==> src/rtl/layer1_conv_sequencer_if.sv <==
// Signal bundle between layer1_conv_sequencer, its local memories/store controller and the PE array.
interface layer1_conv_sequencer_if #(
    parameter int ADDR_W = 16
);
    logic              start;
    logic              layer1_input_store_done;
    logic              layer1_weight_store_done;
    logic              layer1_bias_store_done;
    logic              pe_ready;
    logic              result_valid;
    logic              read_weight_mem;
    logic [ADDR_W-1:0] weight_mem_addr;
    logic              read_bias_mem;
    logic [ADDR_W-1:0] bias_mem_addr;
    logic              read_pixel_mem;
    logic [ADDR_W-1:0] pixel_mem_addr;
    logic              weight_load_valid;
    logic [7:0]        weight_load_idx;
    logic              bias_load_valid;
    logic [2:0]        bias_load_idx;
    logic              pix_valid;
    logic              pix_last;
    logic [4:0]        pix_tap_idx;
    logic              pix_zero;
    logic [ADDR_W-1:0] out_pos;
    logic              busy;
    logic              layer1_done;
    logic              irq_set;

    modport master (
        input  start, layer1_input_store_done, layer1_weight_store_done,
               layer1_bias_store_done, pe_ready, result_valid,
        output read_weight_mem, weight_mem_addr, read_bias_mem, bias_mem_addr,
               read_pixel_mem, pixel_mem_addr, weight_load_valid, weight_load_idx,
               bias_load_valid, bias_load_idx, pix_valid, pix_last, pix_tap_idx,
               pix_zero, out_pos, busy, layer1_done, irq_set
    );

    modport slave (
        output start, layer1_input_store_done, layer1_weight_store_done,
               layer1_bias_store_done, pe_ready, result_valid,
        input  read_weight_mem, weight_mem_addr, read_bias_mem, bias_mem_addr,
               read_pixel_mem, pixel_mem_addr, weight_load_valid, weight_load_idx,
               bias_load_valid, bias_load_idx, pix_valid, pix_last, pix_tap_idx,
               pix_zero, out_pos, busy, layer1_done, irq_set
    );
endinterface

==> src/rtl/layer1_conv_sequencer.sv <==
// Layer-1 conv sequencer: preloads weights/biases, streams 27-tap windows, counts results, raises irq.
// Build option LAYER1_ZERO_PAD_EN selects pad-1 "same" convolution; default is valid convolution.
module layer1_conv_sequencer #(
    parameter int IMG_W  = 32,
    parameter int IMG_H  = 32,
    parameter int IN_CH  = 3,
    parameter int OUT_CH = 8,
    parameter int K      = 3,
    parameter int ADDR_W = 16
) (
    input logic                     clk,
    input logic                     rst,
    layer1_conv_sequencer_if.master bus
);
`ifdef LAYER1_ZERO_PAD_EN
    localparam int OUT_W = IMG_W;
    localparam int OUT_H = IMG_H;
`else
    localparam int OUT_W = IMG_W - K + 1;
    localparam int OUT_H = IMG_H - K + 1;
`endif
    localparam logic [7:0]        W_LAST  = 8'(OUT_CH * IN_CH * K * K - 1);
    localparam logic [2:0]        B_LAST  = 3'(OUT_CH - 1);
    localparam logic [ADDR_W-1:0] TOTAL   = ADDR_W'(OUT_W * OUT_H);
    localparam logic [ADDR_W-1:0] IMG_W_A = ADDR_W'(IMG_W);
    localparam logic [ADDR_W-1:0] PLANE_A = ADDR_W'(IMG_W * IMG_H);
    localparam logic [ADDR_W-1:0] OUT_W_A = ADDR_W'(OUT_W);
    localparam logic [ADDR_W-1:0] K_A     = ADDR_W'(K);
    localparam logic [ADDR_W-1:0] KK_A    = ADDR_W'(K * K);

    typedef enum logic [2:0] {IDLE, LOAD_W, LOAD_B, CONV, DRAIN, DONE} state_t;
    state_t state_q, state_d;

    logic [7:0]        wcnt;
    logic [2:0]        bcnt;
    logic [ADDR_W-1:0] oy, ox, ch, ky, kx, result_cnt;
    logic [ADDR_W-1:0] src_y, src_x, pix_addr, pos;
    logic [4:0]        tap;
    logic              rd_w, rd_b, issue, in_bounds;
    logic              kx_end, ky_end, ch_end, ox_end, win_end, img_end;

    logic              weight_load_valid_p1, bias_load_valid_p1, pix_valid_p1, pix_last_p1, irq_p1;
    logic [7:0]        weight_load_idx_p1;
    logic [2:0]        bias_load_idx_p1;
    logic [4:0]        pix_tap_idx_p1;
    logic [ADDR_W-1:0] out_pos_p1;
`ifdef LAYER1_ZERO_PAD_EN
    logic              pix_zero_p1;
`endif

    always_comb begin
        kx_end  = (kx == K_A - 1'b1);
        ky_end  = (ky == K_A - 1'b1);
        ch_end  = (ch == ADDR_W'(IN_CH - 1));
        ox_end  = (ox == ADDR_W'(OUT_W - 1));
        win_end = kx_end && ky_end && ch_end;
        img_end = win_end && ox_end && (oy == ADDR_W'(OUT_H - 1));
        src_y   = oy + ky;
        src_x   = ox + kx;
`ifdef LAYER1_ZERO_PAD_EN
        // src_* carry a +1 pad offset: row/col 0 and IMG_*+1 fall outside the image
        in_bounds = (src_y != '0) && (src_y <= ADDR_W'(IMG_H)) && (src_x != '0) && (src_x <= IMG_W_A);
        pix_addr  = ch * PLANE_A + (src_y - 1'b1) * IMG_W_A + (src_x - 1'b1);
`else
        in_bounds = 1'b1;
        pix_addr  = ch * PLANE_A + src_y * IMG_W_A + src_x;
`endif
        pos = oy * OUT_W_A + ox;
        tap = 5'(ch * KK_A + ky * K_A + kx);
    end

    always_comb begin
        state_d = state_q;
        rd_w    = 1'b0;
        rd_b    = 1'b0;
        issue   = 1'b0;
        case (state_q)
            IDLE:    if (bus.start && bus.layer1_input_store_done && bus.layer1_weight_store_done &&
                         bus.layer1_bias_store_done) state_d = LOAD_W;
            LOAD_W:  begin
                rd_w = 1'b1;
                if (wcnt == W_LAST) state_d = LOAD_B;
            end
            LOAD_B:  begin
                rd_b = 1'b1;
                if (bcnt == B_LAST) state_d = CONV;
            end
            CONV:    begin
                issue = bus.pe_ready;
                if (issue && img_end) state_d = DRAIN;
            end
            DRAIN:   if (result_cnt == TOTAL) state_d = DONE;
            DONE:    if (!bus.start) state_d = IDLE;
            default: state_d = IDLE;
        endcase
    end

    always_ff @(posedge clk or posedge rst) begin
        if (rst) state_q <= IDLE;
        else     state_q <= state_d;
    end

    always_ff @(posedge clk or posedge rst) begin
        if (rst) begin
            wcnt <= '0; bcnt <= '0; result_cnt <= '0;
            oy <= '0; ox <= '0; ch <= '0; ky <= '0; kx <= '0;
        end else if (state_q == IDLE) begin
            wcnt <= '0; bcnt <= '0; result_cnt <= '0;
            oy <= '0; ox <= '0; ch <= '0; ky <= '0; kx <= '0;
        end else begin
            if (rd_w) wcnt <= (wcnt == W_LAST) ? '0 : wcnt + 1'b1;
            if (rd_b) bcnt <= (bcnt == B_LAST) ? '0 : bcnt + 1'b1;
            // kx fastest, oy slowest
            if (issue) begin
                kx <= kx_end ? '0 : kx + 1'b1;
                if (kx_end) begin
                    ky <= ky_end ? '0 : ky + 1'b1;
                    if (ky_end) begin
                        ch <= ch_end ? '0 : ch + 1'b1;
                        if (ch_end) begin
                            ox <= ox_end ? '0 : ox + 1'b1;
                            if (ox_end) oy <= oy + 1'b1;
                        end
                    end
                end
            end
            if ((state_q == CONV || state_q == DRAIN) && bus.result_valid)
                result_cnt <= result_cnt + 1'b1;
        end
    end

    // ---- stage p1: tags aligned with one-cycle memory read data ----
    always_ff @(posedge clk or posedge rst) begin
        if (rst) begin
            weight_load_valid_p1 <= 1'b0; weight_load_idx_p1 <= '0;
            bias_load_valid_p1   <= 1'b0; bias_load_idx_p1   <= '0;
            pix_valid_p1 <= 1'b0; pix_last_p1 <= 1'b0; pix_tap_idx_p1 <= '0;
            out_pos_p1   <= '0;   irq_p1      <= 1'b0;
`ifdef LAYER1_ZERO_PAD_EN
            pix_zero_p1  <= 1'b0;
`endif
        end else begin
            weight_load_valid_p1 <= rd_w;
            weight_load_idx_p1   <= rd_w ? wcnt : '0;
            bias_load_valid_p1   <= rd_b;
            bias_load_idx_p1     <= rd_b ? bcnt : '0;
            pix_valid_p1         <= issue;
            pix_last_p1          <= issue && win_end;
            pix_tap_idx_p1       <= issue ? tap : '0;
            if (issue)                 out_pos_p1 <= pos;
            else if (state_q == IDLE)  out_pos_p1 <= '0;
            irq_p1 <= (state_q == DRAIN) && (state_d == DONE);
`ifdef LAYER1_ZERO_PAD_EN
            pix_zero_p1 <= issue && !in_bounds;
`endif
        end
    end

    assign bus.read_weight_mem   = rd_w;
    assign bus.weight_mem_addr   = ADDR_W'(wcnt);
    assign bus.read_bias_mem     = rd_b;
    assign bus.bias_mem_addr     = ADDR_W'(bcnt);
    assign bus.read_pixel_mem    = issue && in_bounds;
    assign bus.pixel_mem_addr    = (state_q == CONV) ? pix_addr : '0;
    assign bus.weight_load_valid = weight_load_valid_p1;
    assign bus.weight_load_idx   = weight_load_idx_p1;
    assign bus.bias_load_valid   = bias_load_valid_p1;
    assign bus.bias_load_idx     = bias_load_idx_p1;
    assign bus.pix_valid         = pix_valid_p1;
    assign bus.pix_last          = pix_last_p1;
    assign bus.pix_tap_idx       = pix_tap_idx_p1;
`ifdef LAYER1_ZERO_PAD_EN
    assign bus.pix_zero          = pix_zero_p1;
`else
    assign bus.pix_zero          = 1'b0;
`endif
    assign bus.out_pos           = out_pos_p1;
    assign bus.busy              = (state_q == LOAD_W) || (state_q == LOAD_B) ||
                                   (state_q == CONV)   || (state_q == DRAIN);
    assign bus.layer1_done       = (state_q == DONE);
    assign bus.irq_set           = irq_p1;
endmodule

==> src/flat_wrapper.sv <==
// flat-port wrapper written by rule: the top's interface ports become plain ports
module layer1_conv_sequencer_flat 
#(
    parameter int IMG_W  = 32,
    parameter int IMG_H  = 32,
    parameter int IN_CH  = 3,
    parameter int OUT_CH = 8,
    parameter int K      = 3,
    parameter int ADDR_W = 16
)
  (clk, rst, bus_start, bus_layer1_input_store_done, bus_layer1_weight_store_done, bus_layer1_bias_store_done, bus_pe_ready, bus_result_valid, bus_read_weight_mem, bus_weight_mem_addr, bus_read_bias_mem, bus_bias_mem_addr, bus_read_pixel_mem, bus_pixel_mem_addr, bus_weight_load_valid, bus_weight_load_idx, bus_bias_load_valid, bus_bias_load_idx, bus_pix_valid, bus_pix_last, bus_pix_tap_idx, bus_pix_zero, bus_out_pos, bus_busy, bus_layer1_done, bus_irq_set);
  layer1_conv_sequencer_if #(.ADDR_W(ADDR_W)) bus_i ();
  input logic clk;
  input logic rst;
  input wire logic [$bits(bus_i.start)-1:0] bus_start;
  input wire logic [$bits(bus_i.layer1_input_store_done)-1:0] bus_layer1_input_store_done;
  input wire logic [$bits(bus_i.layer1_weight_store_done)-1:0] bus_layer1_weight_store_done;
  input wire logic [$bits(bus_i.layer1_bias_store_done)-1:0] bus_layer1_bias_store_done;
  input wire logic [$bits(bus_i.pe_ready)-1:0] bus_pe_ready;
  input wire logic [$bits(bus_i.result_valid)-1:0] bus_result_valid;
  output wire logic [$bits(bus_i.read_weight_mem)-1:0] bus_read_weight_mem;
  output wire logic [$bits(bus_i.weight_mem_addr)-1:0] bus_weight_mem_addr;
  output wire logic [$bits(bus_i.read_bias_mem)-1:0] bus_read_bias_mem;
  output wire logic [$bits(bus_i.bias_mem_addr)-1:0] bus_bias_mem_addr;
  output wire logic [$bits(bus_i.read_pixel_mem)-1:0] bus_read_pixel_mem;
  output wire logic [$bits(bus_i.pixel_mem_addr)-1:0] bus_pixel_mem_addr;
  output wire logic [$bits(bus_i.weight_load_valid)-1:0] bus_weight_load_valid;
  output wire logic [$bits(bus_i.weight_load_idx)-1:0] bus_weight_load_idx;
  output wire logic [$bits(bus_i.bias_load_valid)-1:0] bus_bias_load_valid;
  output wire logic [$bits(bus_i.bias_load_idx)-1:0] bus_bias_load_idx;
  output wire logic [$bits(bus_i.pix_valid)-1:0] bus_pix_valid;
  output wire logic [$bits(bus_i.pix_last)-1:0] bus_pix_last;
  output wire logic [$bits(bus_i.pix_tap_idx)-1:0] bus_pix_tap_idx;
  output wire logic [$bits(bus_i.pix_zero)-1:0] bus_pix_zero;
  output wire logic [$bits(bus_i.out_pos)-1:0] bus_out_pos;
  output wire logic [$bits(bus_i.busy)-1:0] bus_busy;
  output wire logic [$bits(bus_i.layer1_done)-1:0] bus_layer1_done;
  output wire logic [$bits(bus_i.irq_set)-1:0] bus_irq_set;
  assign bus_i.start = bus_start;
  assign bus_i.layer1_input_store_done = bus_layer1_input_store_done;
  assign bus_i.layer1_weight_store_done = bus_layer1_weight_store_done;
  assign bus_i.layer1_bias_store_done = bus_layer1_bias_store_done;
  assign bus_i.pe_ready = bus_pe_ready;
  assign bus_i.result_valid = bus_result_valid;
  assign bus_read_weight_mem = bus_i.read_weight_mem;
  assign bus_weight_mem_addr = bus_i.weight_mem_addr;
  assign bus_read_bias_mem = bus_i.read_bias_mem;
  assign bus_bias_mem_addr = bus_i.bias_mem_addr;
  assign bus_read_pixel_mem = bus_i.read_pixel_mem;
  assign bus_pixel_mem_addr = bus_i.pixel_mem_addr;
  assign bus_weight_load_valid = bus_i.weight_load_valid;
  assign bus_weight_load_idx = bus_i.weight_load_idx;
  assign bus_bias_load_valid = bus_i.bias_load_valid;
  assign bus_bias_load_idx = bus_i.bias_load_idx;
  assign bus_pix_valid = bus_i.pix_valid;
  assign bus_pix_last = bus_i.pix_last;
  assign bus_pix_tap_idx = bus_i.pix_tap_idx;
  assign bus_pix_zero = bus_i.pix_zero;
  assign bus_out_pos = bus_i.out_pos;
  assign bus_busy = bus_i.busy;
  assign bus_layer1_done = bus_i.layer1_done;
  assign bus_irq_set = bus_i.irq_set;
  layer1_conv_sequencer #(.IMG_W(IMG_W), .IMG_H(IMG_H), .IN_CH(IN_CH), .OUT_CH(OUT_CH), .K(K), .ADDR_W(ADDR_W)) u_core (.clk(clk), .rst(rst), .bus(bus_i));
endmodule
==> config.mk <==
export PLATFORM = sky130hd
export DESIGN_NAME = layer1_conv_sequencer_flat
export DESIGN_NICKNAME = d
export VERILOG_FILES = /design/src/rtl/layer1_conv_sequencer_if.sv /design/src/rtl/layer1_conv_sequencer.sv /design/src/flat_wrapper.sv
export SDC_FILE = /design/constraint.sdc
export NUM_CORES = 1
export LEC_CHECK = 0
export ABC_AREA = 1
export BUFFER_PORTS_ARGS = -buffer_cell sky130_fd_sc_hd__buf_2
export CORE_MARGIN = 2
export CORE_UTILIZATION = 45
export DETAILED_ROUTE_END_ITERATION = 8
export RECOVER_POWER = 50
export SKIP_CTS_REPAIR_TIMING = 1
export SLEW_MARGIN = 20
export SYNTH_ARGS = -nofsm -noshare
export SYNTH_HDL_FRONTEND = slang
export SYNTH_SLANG_ARGS = --single-unit
==> constraint.sdc <==
create_clock -name clk -period 6.4 [get_ports clk]
set_clock_uncertainty 0.2 [all_clocks]
set_input_delay 1.28 -clock clk [delete_from_list [all_inputs] [get_ports clk]]
set_output_delay 1.28 -clock clk [all_outputs]
set_load 0.1 [all_outputs]
# Word-level counts from Yosys, hierarchy flattened
# Cells that the tools add are included.
[totals]
word_cells = 126
latch_bits = 0
inputBits = 8
output_inout_bits = 91
regBits = 147
memories = 0
rom_bits = 0
ramBits = 0
[classes]
bitwise = 0
mul = 3
eq_ne = 14
shift = 0
mux = 48
n_div = 0
reduce_logical = 28
addsub = 15
n_lt_le_gt_ge = 0
[op_table]
columns = ["operator", "n"]
rows = [
  ["$mux 16", 29],
  ["$add 16x1->16 const B", 6],
  ["$add 16x16->16", 4],
  ["$eq 16x2->1 const B", 3],
  ["$eq 16x5->1 const B", 2],
  ["$mux 8", 4],
  ["$mux 3", 10],
  ["$pmux 3 s6", 1],
  ["$eq 16x10->1 const B", 1],
  ["$mul 16x2->5 const B", 1],
  ["$mul 16x4->15 const B", 1],
  ["$mul 16x4->5 const B", 1],
  ["$reduce_bool 2->1", 8],
  ["$eq 3x3->1 const B", 4],
  ["$add 11x11->11", 1],
  ["$logic_and 1x1->1", 11],
  ["$add 5x5->5", 2],
  ["$add 8x1->8 const B", 1],
  ["$eq 8x8->1 const B", 1],
  ["$eq 3x2->1 const B", 2],
  ["$mux 5", 1],
  ["$reduce_and 5->1", 1],
  ["$logic_or 1x1->1", 4],
  ["$reduce_and 4->1", 1],
  ["other kinds (6)", 8],
]

# Logic depth before layout (Yosys ltp)
# Gate-level depths: netlist (run 1).
[logic_depth]
depth_word = 10
ltp_mapped = 25
mapped_depth_nobuf = 25

# Worst setup path after synthesis (run 1)
# OpenSTA, ideal clock, no wires.
[synth_path]
path_type = "register -> output"
from = "reg u_core.ky[2]"
to = "out bus_pixel_mem_addr[9]"
t_arrival_ps = 5044
n_path_buf = 0
stages_incl_launch_ff = 16
slack_ps = -124
required_time_ps = 4920
path_cell_list = "dfrtp_1 ha_1 nand2_1 nand2_1 a31oi_1 xor2_1 fa_1 inv_1 ha_1 ha_1 nand2_1 o21ai_0 inv_1 nand2_1 nor2_1 nor3b_1"
[synth_via]
elab_chain_len = 4
[synth_lines]
columns = ["item", "line", "rtl"]
rows = [
  ["start: declaration", "layer1_conv_sequencer.sv:36", "logic [ADDR_W-1:0] oy, ox, ch, ky, kx, result_cnt;"],
  ["start signal: assignment", "layer1_conv_sequencer.sv:117", "ky <= ky_end ? '0 : ky + 1'b1;"],
  ["$add 11x11->11", "layer1_conv_sequencer.sv:58", "src_y = oy + ky;"],
  ["$add 16x16->16 (2 in series)", "layer1_conv_sequencer.sv:66", "pix_addr = ch * PLANE_A + src_y * IMG_W_A + src_x;"],
  ["$mux 16", "layer1_conv_sequencer.sv:164", "assign bus.pixel_mem_addr = (state_q == CONV) ? pix_addr : '0;"],
  ["end: declaration", "flat_wrapper.sv:26", "output wire logic [$bits(bus_i.pixel_mem_addr)-1:0] bus_pixel_mem_addr;"],
]
# No other way between the ends.

# Worst setup path in the final report (run 1)
[layout_path]
from = "reg u_core.oy[4]"
to = "out bus_pixel_mem_addr[14]"
[layout_via]
elab_chain_len = 4
[layout_lines]
columns = ["item", "line", "rtl"]
rows = [
  ["start: declaration", "layer1_conv_sequencer.sv:36", ""],
  ["start signal: assignment", "layer1_conv_sequencer.sv:122", "if (ox_end) oy <= oy + 1'b1;"],
  ["$add 11x11->11", "layer1_conv_sequencer.sv:58", ""],
  ["$add 16x16->16 (2 in series)", "layer1_conv_sequencer.sv:66", ""],
  ["$mux 16", "layer1_conv_sequencer.sv:164", ""],
]
# No other way between the ends.

==> results.md, run 1 <==
- Fin. Hold Viols: 0
- Width of the chip: 172 um
- Setup violators final: 0
- Maximum level of the CTS H-tree: 4
- Part of the Yosys area used for sequential elements: 29.0%
- Outcome: finished with violations
- Total of flip-flops plus latches after synthesis: approximately 150
- Sort of element at the end of the critical path: output port
- Post-DR vias/cell: 5.12
- Diodes inserted: 0
- Post-Syn Area: 12700 um2
- Routability Congestion: 0.898
- Total of buffers placed on input and output ports: 76
- Number of distinct library cells after synthesis: between 50 and 60
- Origin of the worst setup path: u_core.oy[4]$_DFFE_PP0P_
- Power per cell area: 255 nW/um2
- Worst-Skew Late Latency: between 400 and 500 ps
- Yosys warnings: 0
- Max Cap Violations: 3
- DRT iter0 DRCs: 945
- Total die area: 29500 um2
- Final setup margin: 281 ps
- Kind of start point of the critical path: register
- Unrepaired setup endpoints after global routing: false
- Core box area: around 28000 um2
- Reg2reg start: u_core.state_q[2]$_DFF_PP0_
- CTS clock-pin slew for the worst setup and hold paths: ~60 ps
- Number of sinks handled by clock tree synthesis: ~150
- Detailed Place HPWL: 24700 um
- Violations in the final reports: capacitance limit, slew limit
- Relative slew slack: -164%
- Total Negative Setup Slacks: 0 ps
- GRT Resource Usage Total: 23.0%
- Arr. time, crit path: 4640 ps
- Hold path startpoint: u_core.bus.out_pos[7]$_DFFE_PP0P_
- Number of nets in the final layout: 1939
- Number of standard-cell rows in the floorplan: between 60 and 70
- IO Count: 99
- Cell count after synthesis: approximately 1700
- Routed via count: between 10000 and 15000
- Avg Cell Area, Syn: 7.42 um2
- Clk Tree Root Cell: sky130_fd_sc_hd__clkbuf_16
- Largest net degree at the start of global routing: 104
- Portion of synthesized cell area occupied by the leading cell type: ~29%
- Count of filler cells inserted in the layout: between 2000 and 3000
- Setup CP Type: reg2out
- Worst-case clock buffer depth: 2
- Data required time of the critical path: just under 5000 ps
- Total design power: 3.52 mW
- R2R setup slack: 830 ps
- Fraction of synthesis flops using an asynchronous set or reset pin: 100%
- Placement Setup Slack: 486 ps
- Maximum net fanout on the critical path: 7
- Maximum achievable frequency: approximately 0.16 GHz
- IR drop worst, VDD: 0.000208 V
- Via count of the first global-routing pass: 10443
- First-pass GRT wire length: 53500 um
- TritonCTS buffer count: 17
- Number of nets with antenna violations after detailed routing: 0
- Drt total wl: between 30000 and 40000 um
- Antenna violations before repair: 0
- Number of enable-type register cells in the synthesized netlist: 0
- Multi-input gate area in the final layout: 7740 um2
- Worst hold margin: 274 ps
- Library cell occupying the most area in the post-synthesis netlist: sky130_fd_sc_hd__dfrtp_1
- Total count of max-transition violations in the final report: about 160
- Clock tree from TritonCTS: done
- Total leakage power: 6.97 nW
- Worst slew pin tran: 3950 ps
- Remaining design rule violation count: 0
- Final critical-path required period: 6120 ps
- Area added between synthesis and finish: 9.03%
- Die H: approximately 170 um
- Largest cells by area after synthesis: sky130_fd_sc_hd__dfrtp_1 (29%), sky130_fd_sc_hd__nand2_1 (11%), sky130_fd_sc_hd__ha_1 (11%)
- Per-cell routed wire length: 14.9 um
- Total grt overflow: 0
- Register area: 3680 um2
- Pre-Repair DR Iteration Count: 6
- Share of post-route cells with drive strength above 1: around 7.1%
- Final critical-path share of the clock period: 95.6%
- Type of the worst min-delay path: reg2reg
- Starting utilization of the core area: 45.6%
- Most used flip-flop cell after synthesis: sky130_fd_sc_hd__dfrtp_1
synth_stat cells (4+ instances only):
master / instances
sky130_fd_sc_hd__a21oi_1: 73
sky130_fd_sc_hd__buf_2: 12
sky130_fd_sc_hd__buf_4: 28
sky130_fd_sc_hd__buf_6: 5
sky130_fd_sc_hd__clkbuf_1: 5
sky130_fd_sc_hd__dfrtp_1: 147
sky130_fd_sc_hd__fa_1: 47
sky130_fd_sc_hd__ha_1: 109
sky130_fd_sc_hd__inv_1: 249
sky130_fd_sc_hd__inv_2: 7
sky130_fd_sc_hd__nand2_1: 370
sky130_fd_sc_hd__nand2_2: 9
sky130_fd_sc_hd__nand3_1: 118
sky130_fd_sc_hd__nand4_1: 40
sky130_fd_sc_hd__nor2_1: 172
sky130_fd_sc_hd__nor3_1: 60
sky130_fd_sc_hd__nor3b_1: 4
sky130_fd_sc_hd__nor4_1: 6
sky130_fd_sc_hd__o21a_1: 8
sky130_fd_sc_hd__o21ai_0: 90
sky130_fd_sc_hd__o21ai_1: 12
sky130_fd_sc_hd__o21ai_2: 7
sky130_fd_sc_hd__o21bai_1: 4
sky130_fd_sc_hd__o22ai_1: 6
sky130_fd_sc_hd__o31ai_1: 7
sky130_fd_sc_hd__xnor2_1: 15
sky130_fd_sc_hd__xor2_1: 56
through the flow:
stage                     area [um2]  std cells  utilization, %
after floorplan                12800       1727               -
after global placement         13300       2134            47.8
after detailed placement       13300       2134            47.8
after CTS                      13800       2166            49.8
after global routing           13800       2166            49.7
final                          13800       2166            49.7
sequential cells by signal (all words and copies together), names as in the netlist, 3 cells and up:
| signal | count |
|---|---|
| u_core.kx | 16 |
| u_core.ox | 16 |
| u_core.bus.out_pos | 16 |
| u_core.result_cnt | 16 |
| u_core.state_q | 3 |
| u_core.ch | 16 |
| u_core.wcnt | 8 |
| u_core.bus.bias_load_idx | 3 |
| u_core.bcnt | 3 |
| u_core.ky | 16 |
| u_core.oy | 16 |
| u_core.bus.weight_load_idx | 8 |
| u_core.bus.pix_tap_idx | 5 |
metal layers:
metal / routed length, um / track usage (%) / vias to the layer above
met3: 1470 / 2.95 / 23
li1: - / - / 5612
met2: 14000 / 35.8 / 297
met4: 318 / 4.42 / 0
met5: 0 / 0 / -
met1: 16400 / 34.2 / 5158
power by group:
| part | internal, mW | leakage, nW | switching [mW] |
|---|---|---|---|
| sequential | 0.989 | 2.02 | 0.104 |
| clock | 0.520 | 0.273 | 0.455 |
| combinational | 0.396 | 4.68 | 1.06 |
placed cells by master, fill, tap and decap left out, drive strengths merged, types with 22 or more instances in the layout:
master  instances
a21oi          74
buf            55
clkbuf         43
conb           22
dfrtp         147
fa             47
ha            109
inv           263
nand2         382
nand3         121
nand4          40
nor2          176
nor3           60
o21ai         110
xor2           56
worst paths after layout:
check	depth (start not counted)	endpoint
min in group asynchronous	2	u_core.result_cnt[2]$_DFFE_PP0P_
worst max-delay path	19	bus_pixel_mem_addr[14]
worst min register to register	2	u_core.bus.out_pos[7]$_DFFE_PP0P_
max in group asynchronous	2	u_core.ky[2]$_DFFE_PP0P_
worst max register to register	9	u_core.ch[1]$_DFFE_PP0P_
worst min-delay path	2	u_core.bus.out_pos[7]$_DFFE_PP0P_
final cells by class:
class / instances / area share (%)
multi-input cells: 1272 / 56.1
flip-flops and latches: 147 / 26.7
inverters: 258 / 7.02
well taps: 378 / 3.42
clock buffers: 19 / 3.21
repair buffers: 79 / 2.80
clock inverters: 13 / 0.824
critical path, stage by stage (launching register included):
cell and delay, ps:
sky130_fd_sc_hd__dfrtp_1 470, sky130_fd_sc_hd__ha_1 390, sky130_fd_sc_hd__a21oi_1 230, sky130_fd_sc_hd__inv_1 90, sky130_fd_sc_hd__a31oi_1 140, sky130_fd_sc_hd__o31ai_1 100
sky130_fd_sc_hd__xor2_1 190, sky130_fd_sc_hd__inv_1 70, sky130_fd_sc_hd__fa_1 480, sky130_fd_sc_hd__inv_1 60, sky130_fd_sc_hd__fa_1 490, sky130_fd_sc_hd__inv_1 40
sky130_fd_sc_hd__ha_1 350, sky130_fd_sc_hd__inv_1 80, sky130_fd_sc_hd__nor3_1 240, sky130_fd_sc_hd__nand3_1 110, sky130_fd_sc_hd__nand4_1 140, sky130_fd_sc_hd__o21ai_0 110
sky130_fd_sc_hd__a21oi_2 190, sky130_fd_sc_hd__buf_8 230
logic make-up (layout without fill, tap and decap cells):
group / count (synthesis) / after routing / synth area share [%]
other cells: 1 / 22 / 0.0296
buf+inv: 308 / 369 / 10.4
xor+xnor: 71 / 71 / 4.91
fa+ha+maj: 156 / 156 / 18.2
simple gates: 799 / 799 / 27.4
flops: 147 / 147 / 29.0
compound gates: 224 / 224 / 10.0
Note: power is estimated with default switching activity, not from simulation.
==> run 2: changes to the inputs <==
BUFFER_PORTS_ARGS = unset   (was -buffer_cell sky130_fd_sc_hd__buf_2)
CORE_ASPECT_RATIO = 0.5   (was unset)
DONT_BUFFER_PORTS = 1   (was unset)
clock period = 5 ns   (was 6.4 ns; I/O delays follow)
==> results.md, run 2 (synthesized netlist as in run 1, its figures left out) <==
- Outcome: finished with violations
- Violations in the final reports: capacitance limit, slew limit, setup timing
- Number of sinks handled by clock tree synthesis: approximately 150
- Detailed Place HPWL: 26400 um
- Drt total wl: 33900 um
- Hold path startpoint: u_core.ky[15]$_DFFE_PP0P_
- Relative slew slack: -101%
- Most frequent standard cell in the layout excluding fill and tap cells: sky130_fd_sc_hd__nand2_1
- Count of filler cells inserted in the layout: 2593
- Reg2reg start: u_core.oy[2]$_DFFE_PP0P_
- Reported net switching power: 2.15 mW
- Standard cell area after detailed placement: 13600 um2
- Total grt overflow: 0
- Worst slew pin tran: 3020 ps
- Sort of element at the end of the critical path: output port
- Kind of start point of the critical path: register
- Total die area: just under 30000 um2
- Finished Core Util: a little over half
- Arr. time, crit path: 4210 ps
- Total design power: 4.76 mW
- Unrepaired setup endpoints after global routing: true
- Register area: 3680 um2
- IR drop worst, VDD: 0.000218 V
- Share of post-route cells with drive strength above 1: 13.0%
- CTS clock-pin slew for the worst setup and hold paths: 60 ps
- Clk Tree Root Cell: sky130_fd_sc_hd__clkbuf_16
- Width of the chip: around 240 um
- Total count of max-transition violations in the final report: 186
- Largest net degree at the start of global routing: 91
- Post-DR vias/cell: 5.22
- WHS Endpoint: u_core.ky[15]$_DFFE_PP0P_
- Worst-case clock buffer depth: 2
- Number of standard-cell rows in the floorplan: 43
- Via count of the first global-routing pass: roughly 11000
- Total Negative Setup Slacks: -1850 ps
- Fin. Hold Viols: 0
- Clock tree from TritonCTS: done
- Most frequent cells in the layout: sky130_fd_sc_hd__nand2_1 (358), sky130_fd_sc_hd__inv_1 (241), sky130_fd_sc_hd__nor2_1 (156)
- Routability Congestion: a little over 0.9
- Net switching share of the total power: 45.3%
- Final instance area: 14700 um2
- Number of standard cells in the layout, taps in and fillers out: approximately 2200
- First-pass GRT wire length: 54300 um
- Total of buffers placed on input and output ports: 0
- Maximum level of the CTS H-tree: 4
- Setup CP Type: reg2out
- Maximum net fanout on the critical path: 4
- DRT iter0 DRCs: between 700 and 800
- Die H: 123 um
- Internal Pwr Total: 2.61 mW
- Final critical-path required period: 5410 ps
- Core box area: between 20000 and 30000 um2
- Combinational group share of total power: about two fifths
- Placement Setup Slack: -58.5 ps
- Power per cell area: 324 nW/um2
- Final setup margin: -414 ps
- Total leakage power: 7.12 nW
- Setup violators final: 7
- Data required time of the critical path: 3800 ps
- GRT Resource Usage Total: about a quarter
- Starting utilization of the core area: between 40% and 50%
- Pre-Repair DR Iteration Count: 5
- Max Cap Violations: 3
- Remaining design rule violation count: 0
- Worst hold path depth: 2
- Worst r2r dst: u_core.bus.out_pos[14]$_DFFE_PP0P_
- Final critical-path share of the clock period: 108%
- IO Count: 99
- Type of the worst min-delay path: reg2reg
- Number of cells after detailed placement: 2116
- Multi-input gate area in the final layout: 8370 um2
- Flop pwr share: 34.2%
- Routed via count: approximately 11000
- Maximum achievable frequency: 0.185 GHz
- Antenna violations before repair: 1
- R2R setup slack: 470 ps
- Worst hold margin: 332 ps
- Number of nets in the final layout: 1923
- Part of the total power dissipated in the clock network: 27.6%
- Worst-Skew Late Latency: ~460 ps
- Per-cell routed wire length: 15.7 um
- Number of nets with antenna violations after detailed routing: 0
- Area added between synthesis and finish: 16.1%
- Path depth of the worst reg2reg path: 23
- TritonCTS buffer count: 17
[run 2: changes by cell type in the layout (fill, tap and decap cells not counted), moves of 17 or more]
cell / change
sky130_fd_sc_hd__buf_2: -51
sky130_fd_sc_hd__clkbuf_1: -23
sky130_fd_sc_hd__nor2_1: -17
sky130_fd_sc_hd__buf_4: +46
sky130_fd_sc_hd__ha_4: +18
sky130_fd_sc_hd__ha_1: -18
[run 2: area by class of cell]
type                    count  share of cell area [%]
diodes                      1                  0.0170
clock inverters            15                    1.13
repair buffers             63                    4.14
inverters                 258                    6.62
flip-flops and latches    147                    25.0
clock buffers              17                    2.89
well taps                 382                    3.25
multi-input cells        1272                    56.9
[run 2: power groups by stage]
stage	clock network, mW	registers, mW	logic [mW]
CTS	1.35	1.62	1.67
detailed placement	0	1.65	1.65
global route	1.41	1.64	2.03
finish	1.31	1.63	1.82
global placement	0	1.64	1.64
floorplan	0	1.62	1.22
[run 2: worst max path at each step]
| stage | start | endpoint | slack (ps) |
|---|---|---|---|
| 3_3_place_gp | u_core.ky[4]$_DFFE_PP0P_ | bus_pixel_mem_addr[15] | -30 |
| 5_1_grt | u_core.ky[0]$_DFFE_PP0P_ | bus_pixel_mem_addr[14] | -550 |
| 2_1_floorplan | u_core.oy[0]$_DFFE_PP0P_ | bus_pixel_mem_addr[14] | -300 |
| 4_1_cts | u_core.ky[0]$_DFFE_PP0P_ | bus_pixel_mem_addr[14] | -570 |
| 3_5_place_dp | u_core.ky[0]$_DFFE_PP0P_ | bus_pixel_mem_addr[14] | -60 |
| 6_report | u_core.ky[0]$_DFFE_PP0P_ | bus_pixel_mem_addr[15] | -410 |
[run 2: layer usage]
layer / part of all wire, % / vias up / track usage [%] / wire (um)
li1: - / 5589 / - / -
met5: 0 / - / 0 / 0
met1: 49 / 5350 / 34.3 / 16600
met2: 44 / 261 / 35.8 / 14800
met3: 5.7 / 42 / 4.95 / 1920
met4: 1.6 / 0 / 6.71 / 526
[run 2: worst max-delay path, cell delays in order (launching register included)]
cell	delay, ps
sky130_fd_sc_hd__dfrtp_1	390
sky130_fd_sc_hd__ha_2	220
sky130_fd_sc_hd__fa_2	390
sky130_fd_sc_hd__a21oi_2	190
sky130_fd_sc_hd__buf_4	130
sky130_fd_sc_hd__buf_4	90
sky130_fd_sc_hd__xnor2_1	60
sky130_fd_sc_hd__fa_1	480
sky130_fd_sc_hd__inv_1	50
sky130_fd_sc_hd__fa_1	510
sky130_fd_sc_hd__inv_1	70
sky130_fd_sc_hd__ha_4	310
sky130_fd_sc_hd__nand2_4	70
sky130_fd_sc_hd__nor2_4	100
sky130_fd_sc_hd__nand2_1	70
sky130_fd_sc_hd__nor2_1	110
sky130_fd_sc_hd__nor2_2	60
sky130_fd_sc_hd__nand3_1	90
sky130_fd_sc_hd__nand2_2	70
sky130_fd_sc_hd__nor2_4	130
sky130_fd_sc_hd__buf_12	180
==> run 3: changes to the inputs <==
GPL_TIMING_DRIVEN = 0   (was unset)
SKIP_LAST_GASP = 1   (was unset)
==> results.md, run 3 (synthesized netlist as in run 1, its figures left out) <==
- Total of buffers placed on input and output ports: 0
- GRT Resource Usage Total: around 25%
- Share of post-route cells with drive strength above 1: 13.0%
- IR drop worst, VDD: about 0.0003 V
- Total grt overflow: 0
- Maximum level of the CTS H-tree: 4
- Post-DR vias/cell: ~5.2
- Maximum net fanout on the critical path: 5
- Kind of start point of the critical path: register
- Global routing met1 resource utilization: about 36%
- Worst hold path depth: 1
- Clk Tree Root Cell: sky130_fd_sc_hd__clkbuf_16
- Die H: 123 um
- Number of standard-cell rows in the floorplan: 43
- Width of the chip: about 240 um
- Most frequent cells in the layout: sky130_fd_sc_hd__nand2_1 (364), sky130_fd_sc_hd__inv_1 (244), sky130_fd_sc_hd__nor2_1 (157)
- Arr. time, crit path: 4720 ps
- Area added between synthesis and finish: 15.1%
- Most frequent standard cell in the layout excluding fill and tap cells: sky130_fd_sc_hd__nand2_1
- Remaining design rule violation count: 0
- Power per cell area: 328 nW/um2
- Reg2reg start: u_core.oy[0]$_DFFE_PP0P_
- Combinational group share of total power: 38.2%
- Type of the worst min-delay path: reg2reg
- Routed via count: 11302
- Number of nets in the final layout: 1938
- Total leakage power: roughly 7 nW
- Sort of element at the end of the critical path: output port
- Worst r2r dst: u_core.bus.out_pos[14]$_DFFE_PP0P_
- Number of standard cells in the layout, taps in and fillers out: 2170
- TritonCTS buffer count: 17
- Most heavily used metal layer in global routing: met2
- Worst-Skew Late Latency: 460 ps
- Number of cells after detailed placement: 2118
- Data required time of the critical path: roughly 3800 ps
- Total Negative Setup Slacks: -5190 ps
- Final critical-path required period: 5920 ps
- Part of the total power dissipated in the clock network: 27.1%
- Outcome: finished with violations
- Total count of max-transition violations in the final report: 59
- CTS clock-pin slew for the worst setup and hold paths: 70 ps
- Flop pwr share: 34.7%
- Count of filler cells inserted in the layout: between 2000 and 3000
- Fin. Hold Viols: 0
- Crit-path cells: ha_4 > a21oi_1 > inv_1 > a31oi_2 > o31ai_2 > xor2_1 > inv_1 > fa_1 > inv_1 > fa_1 > inv_1 > ha_4 > inv_2 > nor3_4 > nand3_1 > nand4_1 > o21ai_2 > a21oi_4
- DRT iter0 DRCs: 849
- Per-cell routed wire length: roughly 16 um
- Relative slew slack: -7.26%
- Top cell by count, worst path: sky130_fd_sc_hd__inv_1
- Total die area: 29600 um2
- Antenna violations before repair: 1
- Number of nets with antenna violations after detailed routing: 0
- Critical Path Slowest Stage Cell: sky130_fd_sc_hd__a21oi_4
- Hold path startpoint: u_core.result_cnt[5]$_DFFE_PP0P_
- Violations in the final reports: capacitance limit, slew limit, setup timing
- Worst hold margin: 306 ps
- Maximum achievable frequency: 0.169 GHz
- Critical path's largest stage delay: around 570 ps
- Worst-case clock buffer depth: 2
- Drt total wl: roughly 35000 um
- Pre-Repair DR Iteration Count: 6
- Global-route met2 utilization: 37.4%
- IO Count: 99
- Max Cap Violations: 2
- WHS Endpoint: u_core.result_cnt[5]$_DFFE_PP0P_
- Finished Core Util: between 50% and 60%
- Routability Congestion: 0.945
- Path depth of the worst reg2reg path: 22
- Unrepaired setup endpoints after global routing: true
- Clock tree from TritonCTS: done
- Core box area: 27700 um2
- R2R setup slack: 430 ps
- First-pass GRT wire length: roughly 56000 um
- Placement Setup Slack: -792 ps
- Net switching share of the total power: 45.9%
- Internal Pwr Total: roughly 2.6 mW
- Setup CP Type: reg2out
- Number of sinks handled by clock tree synthesis: 147
- Final critical-path share of the clock period: 118%
- Largest net degree at the start of global routing: 32
- Reported net switching power: 2.19 mW
- Starting utilization of the core area: 45.7%
- Final setup margin: -921 ps
- Via count of the first global-routing pass: 10623
- Setup violators final: 8
- Detailed Place HPWL: roughly 28000 um
- Met3 demand-to-capacity share in global routing: 4.36%
- Worst slew pin tran: 1610 ps
==> run 3: worst max-delay path: cells and delay by family, from the launching register on <==
| family | cells | cell delay, ps |
|---|---|---|
| DFF | 1 | 450 |
| buffers and inverters | 5 | 380 |
| xor gates and xnor gates | 1 | 210 |
| adders and majority gates | 4 | 1550 |
| and+or+nand+nor | 3 | 490 |
| AOI/OAI and AO/OA | 5 | 1140 |
==> run 3: layout make-up <==
type	instances	area [um2]	area share [%]
Multi-Input combinational cell	1272	8280	56.8
Sequential cell	147	3700	25.4
Inverter	258	975	6.68
Tap cell	382	478	3.28
Clock buffer	17	425	2.92
Buffer	50	345	2.37
Timing Repair Buffer	28	224	1.54
Clock inverter	15	159	1.09
Antenna cell	1	2.50	0.0172
==> run 3: worst max path at each step <==
stage | start | endpoint | slack (ps)
2_1_floorplan | u_core.oy[0]$_DFFE_PP0P_ | bus_pixel_mem_addr[14] | -300
3_3_place_gp | u_core.oy[0]$_DFFE_PP0P_ | bus_pixel_mem_addr[14] | -750
3_5_place_dp | u_core.oy[0]$_DFFE_PP0P_ | bus_pixel_mem_addr[14] | -790
4_1_cts | u_core.oy[0]$_DFFE_PP0P_ | bus_pixel_mem_addr[14] | -1300
5_1_grt | u_core.oy[4]$_DFFE_PP0P_ | bus_pixel_mem_addr[14] | -1010
6_report | u_core.ky[4]$_DFFE_PP0P_ | bus_pixel_mem_addr[14] | -920
==> run 3: power groups by stage <==
| stage | Combinational [mW] | Clock, mW | Sequential (mW) |
|---|---|---|---|
| after floorplan | 1.22 | 0 | 1.62 |
| after global placement | 1.58 | 0 | 1.69 |
| after detailed placement | 1.66 | 0 | 1.69 |
| after CTS | 1.67 | 1.32 | 1.67 |
| after global routing | 2.04 | 1.38 | 1.66 |
| final | 1.83 | 1.30 | 1.66 |
==> run 3: metrics by stage <==
step,power [mW],cell area [um2]
finish,4.78,14600
global route,5.08,14600
CTS,4.66,14100
detailed placement,3.35,13500
global placement,3.27,13300
floorplan,2.84,12900
==> run 3: routing by layer <==
metal  wire (um)  up-vias
li1            -     5611
met1       17400     5411
met4         463        0
met5           0        -
met3        1800       33
met2       15500      247
